`src/rtl/alu_pkg.sv`:
```
// Shared types and constants for the 16-bit registered ALU.
package alu_pkg;

  localparam int unsigned ALU_WIDTH = 16;

  typedef enum logic [2:0] {
    OP_ADD = 3'b000,
    OP_SUB = 3'b001,
    OP_AND = 3'b010,
    OP_OR  = 3'b011,
    OP_XOR = 3'b100,
    OP_NOT = 3'b101,
    OP_SHL = 3'b110,
    OP_SHR = 3'b111
  } alu_op_e;

  typedef struct packed {
    logic zero;
    logic carry;
    logic overflow;
    logic negative;
  } alu_flags_t;

endpackage

```
`src/rtl/alu_addsub.sv`:
```
// Combinational adder/subtractor; subtraction is A + ~B + 1.
// Carry and overflow outputs exist only when ALU_FLAGS_EN is defined.
module alu_addsub #(
  parameter int unsigned Width = 16
) (
  input  logic [Width-1:0] a_i,
  input  logic [Width-1:0] b_i,
  input  logic             sub_i,
`ifdef ALU_FLAGS_EN
  output logic             carry_o,
  output logic             overflow_o,
`endif
  output logic [Width-1:0] sum_o
);

  logic [Width-1:0] b_eff;

  assign b_eff = sub_i ? ~b_i : b_i;

`ifdef ALU_FLAGS_EN
  assign {carry_o, sum_o} = {1'b0, a_i} + {1'b0, b_eff} + {{Width{1'b0}}, sub_i};
  // Operands of equal effective sign whose sum flips sign.
  assign overflow_o = (a_i[Width-1] == b_eff[Width-1]) && (sum_o[Width-1] != a_i[Width-1]);
`else
  assign sum_o = a_i + b_eff + {{(Width-1){1'b0}}, sub_i};
`endif

endmodule

```
`src/rtl/sixtn_bit_arithematic_logic_unit.sv`:
```
// Registered 16-bit ALU: one result per accepted op, one cycle later.
// Flag logic is built only when ALU_FLAGS_EN is defined; otherwise flags read 0.
module sixtn_bit_arithematic_logic_unit
  import alu_pkg::*;
#(
  parameter int unsigned WIDTH = ALU_WIDTH
) (
  input  logic             clk,
  input  logic             rst_n,
  input  logic             in_valid,
  input  logic [WIDTH-1:0] A,
  input  logic [WIDTH-1:0] B,
  input  logic [2:0]       control,
  output logic [WIDTH-1:0] result,
  output logic             out_valid,
  output logic             zero,
  output logic             carry,
  output logic             overflow,
  output logic             negative
);

  alu_op_e          op;
  logic [WIDTH-1:0] as_sum;
  logic [WIDTH-1:0] result_d, result_q;
  logic             valid_q;

  assign op = alu_op_e'(control);

`ifdef ALU_FLAGS_EN
  logic       as_carry;
  logic       as_overflow;
  alu_flags_t flags_d, flags_q;
`endif

  alu_addsub #(
    .Width(WIDTH)
  ) u_addsub (
    .a_i       (A),
    .b_i       (B),
    .sub_i     (op == OP_SUB),
`ifdef ALU_FLAGS_EN
    .carry_o   (as_carry),
    .overflow_o(as_overflow),
`endif
    .sum_o     (as_sum)
  );

  always_comb begin
    result_d = '0;
    unique case (op)
      OP_ADD, OP_SUB: result_d = as_sum;
      OP_AND:         result_d = A & B;
      OP_OR:          result_d = A | B;
      OP_XOR:         result_d = A ^ B;
      OP_NOT:         result_d = ~A;
      OP_SHL:         result_d = {A[WIDTH-2:0], 1'b0};
      OP_SHR:         result_d = {1'b0, A[WIDTH-1:1]};
      default:        result_d = '0;
    endcase
  end

  always_ff @(posedge clk or negedge rst_n) begin
    if (!rst_n) begin
      result_q <= '0;
      valid_q  <= 1'b0;
    end else begin
      valid_q <= in_valid;
      if (in_valid) result_q <= result_d;
    end
  end

  assign result    = result_q;
  assign out_valid = valid_q;

`ifdef ALU_FLAGS_EN
  always_comb begin
    flags_d          = '0;
    flags_d.zero     = (result_d == '0);
    flags_d.negative = result_d[WIDTH-1];
    unique case (op)
      OP_ADD, OP_SUB: begin
        flags_d.carry    = as_carry;
        flags_d.overflow = as_overflow;
      end
      OP_SHL:  flags_d.carry = A[WIDTH-1];
      OP_SHR:  flags_d.carry = A[0];
      default: ;
    endcase
  end

  always_ff @(posedge clk or negedge rst_n) begin
    if (!rst_n) begin
      flags_q <= '{zero: 1'b1, carry: 1'b0, overflow: 1'b0, negative: 1'b0};
    end else if (in_valid) begin
      flags_q <= flags_d;
    end
  end

  assign zero     = flags_q.zero;
  assign carry    = flags_q.carry;
  assign overflow = flags_q.overflow;
  assign negative = flags_q.negative;
`else
  assign zero     = 1'b0;
  assign carry    = 1'b0;
  assign overflow = 1'b0;
  assign negative = 1'b0;
`endif

endmodule

```
`config.mk`:
```
export PLATFORM = sky130hd
export DESIGN_NAME = sixtn_bit_arithematic_logic_unit
export DESIGN_NICKNAME = d
export VERILOG_FILES = /design/src/rtl/alu_pkg.sv /design/src/rtl/alu_addsub.sv /design/src/rtl/sixtn_bit_arithematic_logic_unit.sv
export SDC_FILE = /design/constraint.sdc
export NUM_CORES = 1
export LEC_CHECK = 0
export ABC_CLOCK_PERIOD_IN_PS = 2340
export BUFFER_PORTS_ARGS = -buffer_cell sky130_fd_sc_hd__buf_2
export CORE_ASPECT_RATIO = 0.8
export CORE_UTILIZATION = 55
export CTS_CLUSTER_DIAMETER = 50
export DETAILED_ROUTE_END_ITERATION = 8
export PLACE_DENSITY = 0.88
export SLEW_MARGIN = 20
export SYNTH_ARGS = -nofsm -noshare
export SYNTH_HDL_FRONTEND = slang
export SYNTH_SLANG_ARGS = --single-unit
```
`constraint.sdc`:
```
create_clock -name clk -period 2.34 [get_ports clk]
set_input_delay 0.117 -clock clk [delete_from_list [all_inputs] [get_ports clk]]
set_output_delay 0.117 -clock clk [all_outputs]
set_load 0.005 [all_outputs]
```
==> results of run 1 <==
## state kept, by name, summed over array words and instances, names as in the netlist
signal,cells
out_valid,1
result,16
## Yosys cell counts, drive strengths merged (3+ instances only)
| cell type | count | area, um2 |
|---|---|---|
| nor2 | 30 | 115 |
| a22oi | 3 | 22.5 |
| or3 | 3 | 18.8 |
| buf | 17 | 97.6 |
| a31oi | 6 | 37.5 |
| mux4 | 4 | 93.8 |
| nand2 | 26 | 97.6 |
| ha | 49 | 613 |
| mux2 | 6 | 67.6 |
| xnor2 | 19 | 166 |
| dfrtp | 17 | 425 |
| a21oi | 24 | 124 |
| a221o | 3 | 30.0 |
| a221oi | 5 | 43.8 |
| a21o | 6 | 45.0 |
| inv | 39 | 146 |
| nand2b | 4 | 25.0 |
| o211ai | 6 | 50.1 |
| nand3 | 14 | 70.1 |
| clkbuf | 7 | 26.3 |
| xor2 | 5 | 43.8 |
| o21ai | 32 | 160 |
| a211oi | 3 | 22.5 |
| a311oi | 3 | 26.3 |
| o21a | 7 | 52.6 |
| nor2b | 4 | 25.0 |
| and2 | 3 | 18.8 |
| mux2i | 10 | 100 |
## worst max-delay path, delay by kind of cell
| kind | cells | cell delay [ns] |
|---|---|---|
| AOI/OAI and AO/OA | 4 | 0.84 |
| and+or+nand+nor | 4 | 0.74 |
| adders and majority gates | 1 | 0.28 |
| buffers and inverters | 2 | 0.27 |
| xor gates and xnor gates | 1 | 0.13 |
## power by group through the flow
stage,sequential (mW),combinational [mW],clock (mW)
floorplan,0.370,0.466,0
global placement,0.366,0.707,0
detailed placement,0.368,0.740,0
CTS,0.363,0.745,0.225
global route,0.369,0.844,0.233
finish,0.362,0.768,0.219
## what timing repair did
| action | in CTS | in global routing |
|---|---|---|
| hold endpoints to repair | 17 | 0 |
| hold buffers | 1 | 0 |
| resized for setup | 0 | 2 |
| setup buffers | 0 | 4 |
| endpoints found under the setup margin | 0 | 2 |
## worst paths after layout
kind	start	endpoint	slack, ns	cells past startpoint
setup / recovery	control[1]	result[15]	0.10	12
hold / removal	in_valid	out_valid	0.26	2
hold reg to reg	result[13]	result[13]	0.50	2
max in group asynchronous	rst_n	result[0]	1.76	2
min in group asynchronous	rst_n	result[8]	0.31	2
setup reg to reg	result[15]	result[15]	1.33	3
## final cells by class
class / instances / area, um2 / share of cell area, %
Sequential cell: 17 / 425 / 11.9
Tap cell: 62 / 77.6 / 2.17
Clock buffer: 4 / 45.0 / 1.26
Timing Repair Buffer: 91 / 551 / 15.4
Inverter: 40 / 150 / 4.20
Multi-Input combinational cell: 304 / 2330 / 65.1
## logic make-up (layout without fill, tap and decap cells)
group | Yosys count | count (layout)
AO/OA/AOI/OAI | 111 | 111
XOR/XNOR | 24 | 24
adder cells (fa/ha/maj) | 50 | 50
buffers and inverters | 64 | 135
flip-flops | 17 | 17
multiplexers | 20 | 20
other | 1 | 4
AND/OR/NAND/NOR | 94 | 95
## layer usage
metal  part of all wire (%)  track usage, %  up-vias
met1                     46            41.0     1478
met4                   0.48            7.84        0
met5                      0               0        -
met2                     44            46.2      163
li1                       -               -     1494
met3                    8.9            2.90        5
==> out/qor.yml, run 1 <==
global_route:
  grt_pass1_vias: 2738
  overflow: 0
  track_usage_pct: 28.5
  grt_pass1_wl_um: 12800
  grt_max_degree: 62
  antenna_found_initial: 0
drt:
  drt-vias-per-instance: 6.06
  wirelength_um: 8280
  first_pass_iters: 9
  avgRoutedWirePerCell_um: 16.0
  dr_total_vias: 3140
  antenna_left: 0
  drc: 6
  drt-initial-drc-count: 329
setup_path:
  arrival_ns: 2.37
  cp_slowest_cell: "o311a_1"
  required_ns: 2.48
  cp_max_fo: 6
  path_cells: "buf_2 > nor2_4 > and2_4 > buf_4 > xnor2_1 > ha_1 > a21o_1 > a21o_1 > a21oi_1 > nor2b_1 > o311a_1 > or3_1"
  worst_setup_path_start_kind: "input pin"
  max_stage_delay_ns: 0.33
  worst_path_most_repeated_cell: "a21o_1"
  cp-end-kind: "register"
  path_class: "in -> reg"
floorplanning:
  die_h_um: 67.9
  ioPinCount: 59
  core_area_mm2: 0.00512
  start_util_pct: 58.2
  rows: 23
  die_w_um: 84.3
  die_area_mm2: 0.00572
min_path:
  min_path_type: "in -> reg"
timing:
  slew_headroom_pct: 58.7
  post-route-worst-setup-slack_ns: 0.102
  holdWs_ns: 0.260
  fin_skew_ns: 0
  tightest_slew_ns: 0.615
  min_period_over_period_pct: 95.7
  max_freq_ghz: 0.447
  setup_viol: 0
  final_hold_viol_count: 0
  setup_tns_ns: 0
  rsz0062_at_grt: "false"
  slew_viol_final: 0
  layout_min_cycle_time_ns: 2.24
flow_run:
  drv_cap: 0
clock_network:
  cts_tree: "done"
  clockRootBuffer: "clkbuf_8"
  clkTransAtPathRegs_ns: 0.06
  max-clock-path-buffers: 2
  cts-buffers-inserted: 3
  clock_sinks: 17
  clk_latency_ns: 0.25
  htreeDepth: 1
pwr:
  p_comb_share_pct: 56.9
  p_switching_uw: 536
  p_per_area_mw_per_mm2: 378
  power_frac_seq_pct: 26.8
  clkPwrFrac_pct: 16.3
  leakagePower_nw: 1.80
  peakVddDrop_uv: 182
  internal_power_uw: 814
  power.total_mw: 1.35
  swShare_pct: 39.7
synthesis:
  synth_compound_area_share_pct: 24.2
  synth_xor_area_share_pct: 7.05
  syn_avg_cell_area_um2: 7.83
  synth_top_family_by_area: "compound AO/OA/AOI/OAI gates"
  synthAdderAreaFrac_pct: 21.2
  synthSimpleGateAreaFrac_pct: 15.2
  seq_area_frac_synth_pct: 14.3
  syn_area_mm2: 0.00298
  synthArstFlopShare_pct: 100
  synth_cell_type_count: 55
  ys_warn_count: 0
  synth-edff-count: 0
  synthMuxAreaShare_pct: 8.77
  synth_ff_type: "dfrtp_1"
  ys_ff_latch: 17
  syn_inst: 381
place:
  placed_area_mm2: 0.00348
  placedCellCount: 508
  gp_congestion: 0.913
  post-place-ws_ns: -0.186
  dp_hpwl_um: 6370
  io_buffers: 54
cells_and_area:
  diodes: 0
  final_cell_area_mm2: 0.00358
  stdcell_count: 518
  num-fill-cells: 421
  layout_common_cells: "buf_2 (54), ha_1 (49), inv_1 (39)"
  area_growth_pct: 19.9
  final_common_cell: "buf_2"
  fin_util_pct: 69.8
  nNetsFinal: 545
  drive_above_1_share_pct: 24.8
outcome:
  status: "finished, violations left"
  violations: "DRC"
Note: power is estimated with default switching activity, not from simulation.
==> inputs of run 2 (changes only) <==
--- a/config.mk
+++ b/config.mk
@@ -7,7 +7,8 @@
 export LEC_CHECK = 0
 export ABC_CLOCK_PERIOD_IN_PS = 2340
 export BUFFER_PORTS_ARGS = -buffer_cell sky130_fd_sc_hd__buf_2
-export CORE_ASPECT_RATIO = 0.8
+export CORE_ASPECT_RATIO = 0.6
+export CORE_MARGIN = 5
 export CORE_UTILIZATION = 55
 export CTS_CLUSTER_DIAMETER = 50
 export DETAILED_ROUTE_END_ITERATION = 8
==> out/qor.yml, run 2 (synthesized netlist as in run 1, its figures left out) <==
cells_and_area:
  largest_reg_flops: 16
  nNetsFinal: 550
  final_cell_area_mm2: 0.00362
  num-fill-cells: 431
  drive_above_1_share_pct: 25.2
  multi_input_area_mm2: 0.00231
  final_common_cell: "buf_2"
  stdcell_count: 527
  diodes: 0
  layout_common_cells: "buf_2 (54), ha_1 (49), buf_4 (41)"
  area_growth_pct: 21.5
  layout.area.seq_um2: 425
pwr:
  peakVddDrop_uv: 196
  leakagePower_nw: 1.83
  internal_power_uw: 835
  p_comb_share_pct: 58.2
  clkPwrFrac_pct: 15.3
  p_per_area_mw_per_mm2: 378
  power_frac_seq_pct: 26.6
  p_switching_uw: 536
  swShare_pct: 39.1
clock_network:
  cts-buffers-inserted: 3
  post_cts_buffers: 0
  max-clock-path-buffers: 2
  postCtsHoldBufs: 1
  clockRootBuffer: "clkbuf_8"
  clkTransAtPathRegs_ns: 0.06
  clk_latency_ns: 0.24
  cts_resized: 0
  cts_tree: "done"
  htreeDepth: 1
  clock_sinks: 17
global_route:
  overflow: 0
  antenna_found_initial: 0
  track_usage_pct: 24.6
  grt_pass1_wl_um: 13900
  grt_pass1_vias: 2773
  grt_max_degree: 62
setup_path:
  arrival_ns: 2.32
  required_ns: 2.46
  cp_top_family: "compound AO/OA/AOI/OAI gates"
  cp-end-kind: "register"
  cp_max_fo: 6
  max_stage_delay_ns: 0.34
  worst_path_most_repeated_cell: "a21oi_2"
  path_buf_inv: 2
  path_cells: "buf_2 > nor2_4 > and2_4 > buf_12 > xnor2_2 > ha_1 > a21o_1 > a21oi_2 > o21a_1 > a21oi_2 > o311a_1 > or3_1"
  cp_slowest_cell: "ha_1"
  path_class: "in -> reg"
  worst_setup_path_start_kind: "input pin"
timing:
  fin_skew_ns: 0
  max_freq_ghz: 0.456
  setup_viol: 0
  slew_headroom_pct: 58.3
  rsz0062_at_grt: "false"
  slew_viol_final: 0
  final_hold_viol_count: 0
  tightest_slew_ns: 0.626
  layout_min_cycle_time_ns: 2.19
  min_period_over_period_pct: 93.8
drt:
  first_pass_iters: 5
  drt-initial-drc-count: 253
  antenna_left: 0
  drt-vias-per-instance: 5.79
  wirelength_um: 8630
  dr_total_vias: 3051
  avgRoutedWirePerCell_um: 16.4
  drc: 0
floorplanning:
  die_area_mm2: 0.00704
  die_w_um: 105
  die_h_um: 67.0
  ioPinCount: 59
  core_area_mm2: 0.00515
  rows: 20
  start_util_pct: 57.9
flow_run:
  drv_cap: 0
place:
  placedCellCount: 522
  placed_area_mm2: 0.00357
  gp_congestion: 1.04
  io_buffers: 54
  dp_hpwl_um: 7060
min_path:
  min_path_type: "in -> reg"
outcome:
  status: "finished, final reports clean"
==> run 2: cell count changes in the layout (fill, tap and decap cells not counted) <==
cell     change
a21oi_1      +1
buf_4        +5
a21oi_2      -1
nor2b_2      -1
and2_2       -1
buf_12       +1
nor2b_1      +1
==> run 2: layout make-up <==
class	instances	share of cell area (%)
inverter	40	4.14
timing repair buffer	97	16.8
clock buffer	4	1.24
multi-input combinational	303	63.8
tap	66	2.28
sequential	17	11.7
==> run 2: power by group through the flow <==
| stage | sequential, mW | combinational [mW] | clock, mW |
|---|---|---|---|
| 2_1_floorplan | 0.370 | 0.466 | 0 |
| 3_3_place_gp | 0.367 | 0.757 | 0 |
| 3_5_place_dp | 0.370 | 0.780 | 0 |
| 4_1_cts | 0.364 | 0.786 | 0.218 |
| 5_1_grt | 0.370 | 0.878 | 0.242 |
| 6_report | 0.364 | 0.798 | 0.209 |
==> run 2: metal layers <==
metal	track usage (%)	routed length [um]	vias to the layer above
met5	0	0	-
met4	3.03	21	0
met3	1.84	827	6
met2	35.4	3430	153
met1	40.1	4350	1396
li1	-	-	1496
==> run 2: worst paths after layout <==
kind,cells after the start,end,start,slack [ns]
max,12,result[15],control[1],0.15
min,2,out_valid,in_valid,0.29
max reg2reg,3,result[15],result[15],1.31
min reg2reg,1,result[1],result[1],0.51
max in group asynchronous,2,out_valid,rst_n,1.76
min in group asynchronous,2,result[0],rst_n,0.32
==> run 2: worst register-to-register path: cells and delay by family, from the launching register on <==
family,cells,cell delay [ns]
and+or+nand+nor,3,0.52
DFF,1,0.39
==> run 2: through the flow <==
step / TNS [ns] / hold WS (ns) / util, % / power, mW / setup WS (ns)
after global routing: 0 / 0.283 / 70.3 / 1.49 / 0.0346
after detailed placement: -0.264 / 0.0558 / 69.2 / 1.15 / -0.0875
after global placement: -0.145 / 0.0502 / 69.2 / 1.12 / -0.0867
final: 0 / 0.289 / 70.3 / 1.37 / 0.146
after CTS: 0 / 0.278 / 70.3 / 1.37 / 0.167
after floorplan: -0.185 / -0.179 / - / 0.836 / -0.113
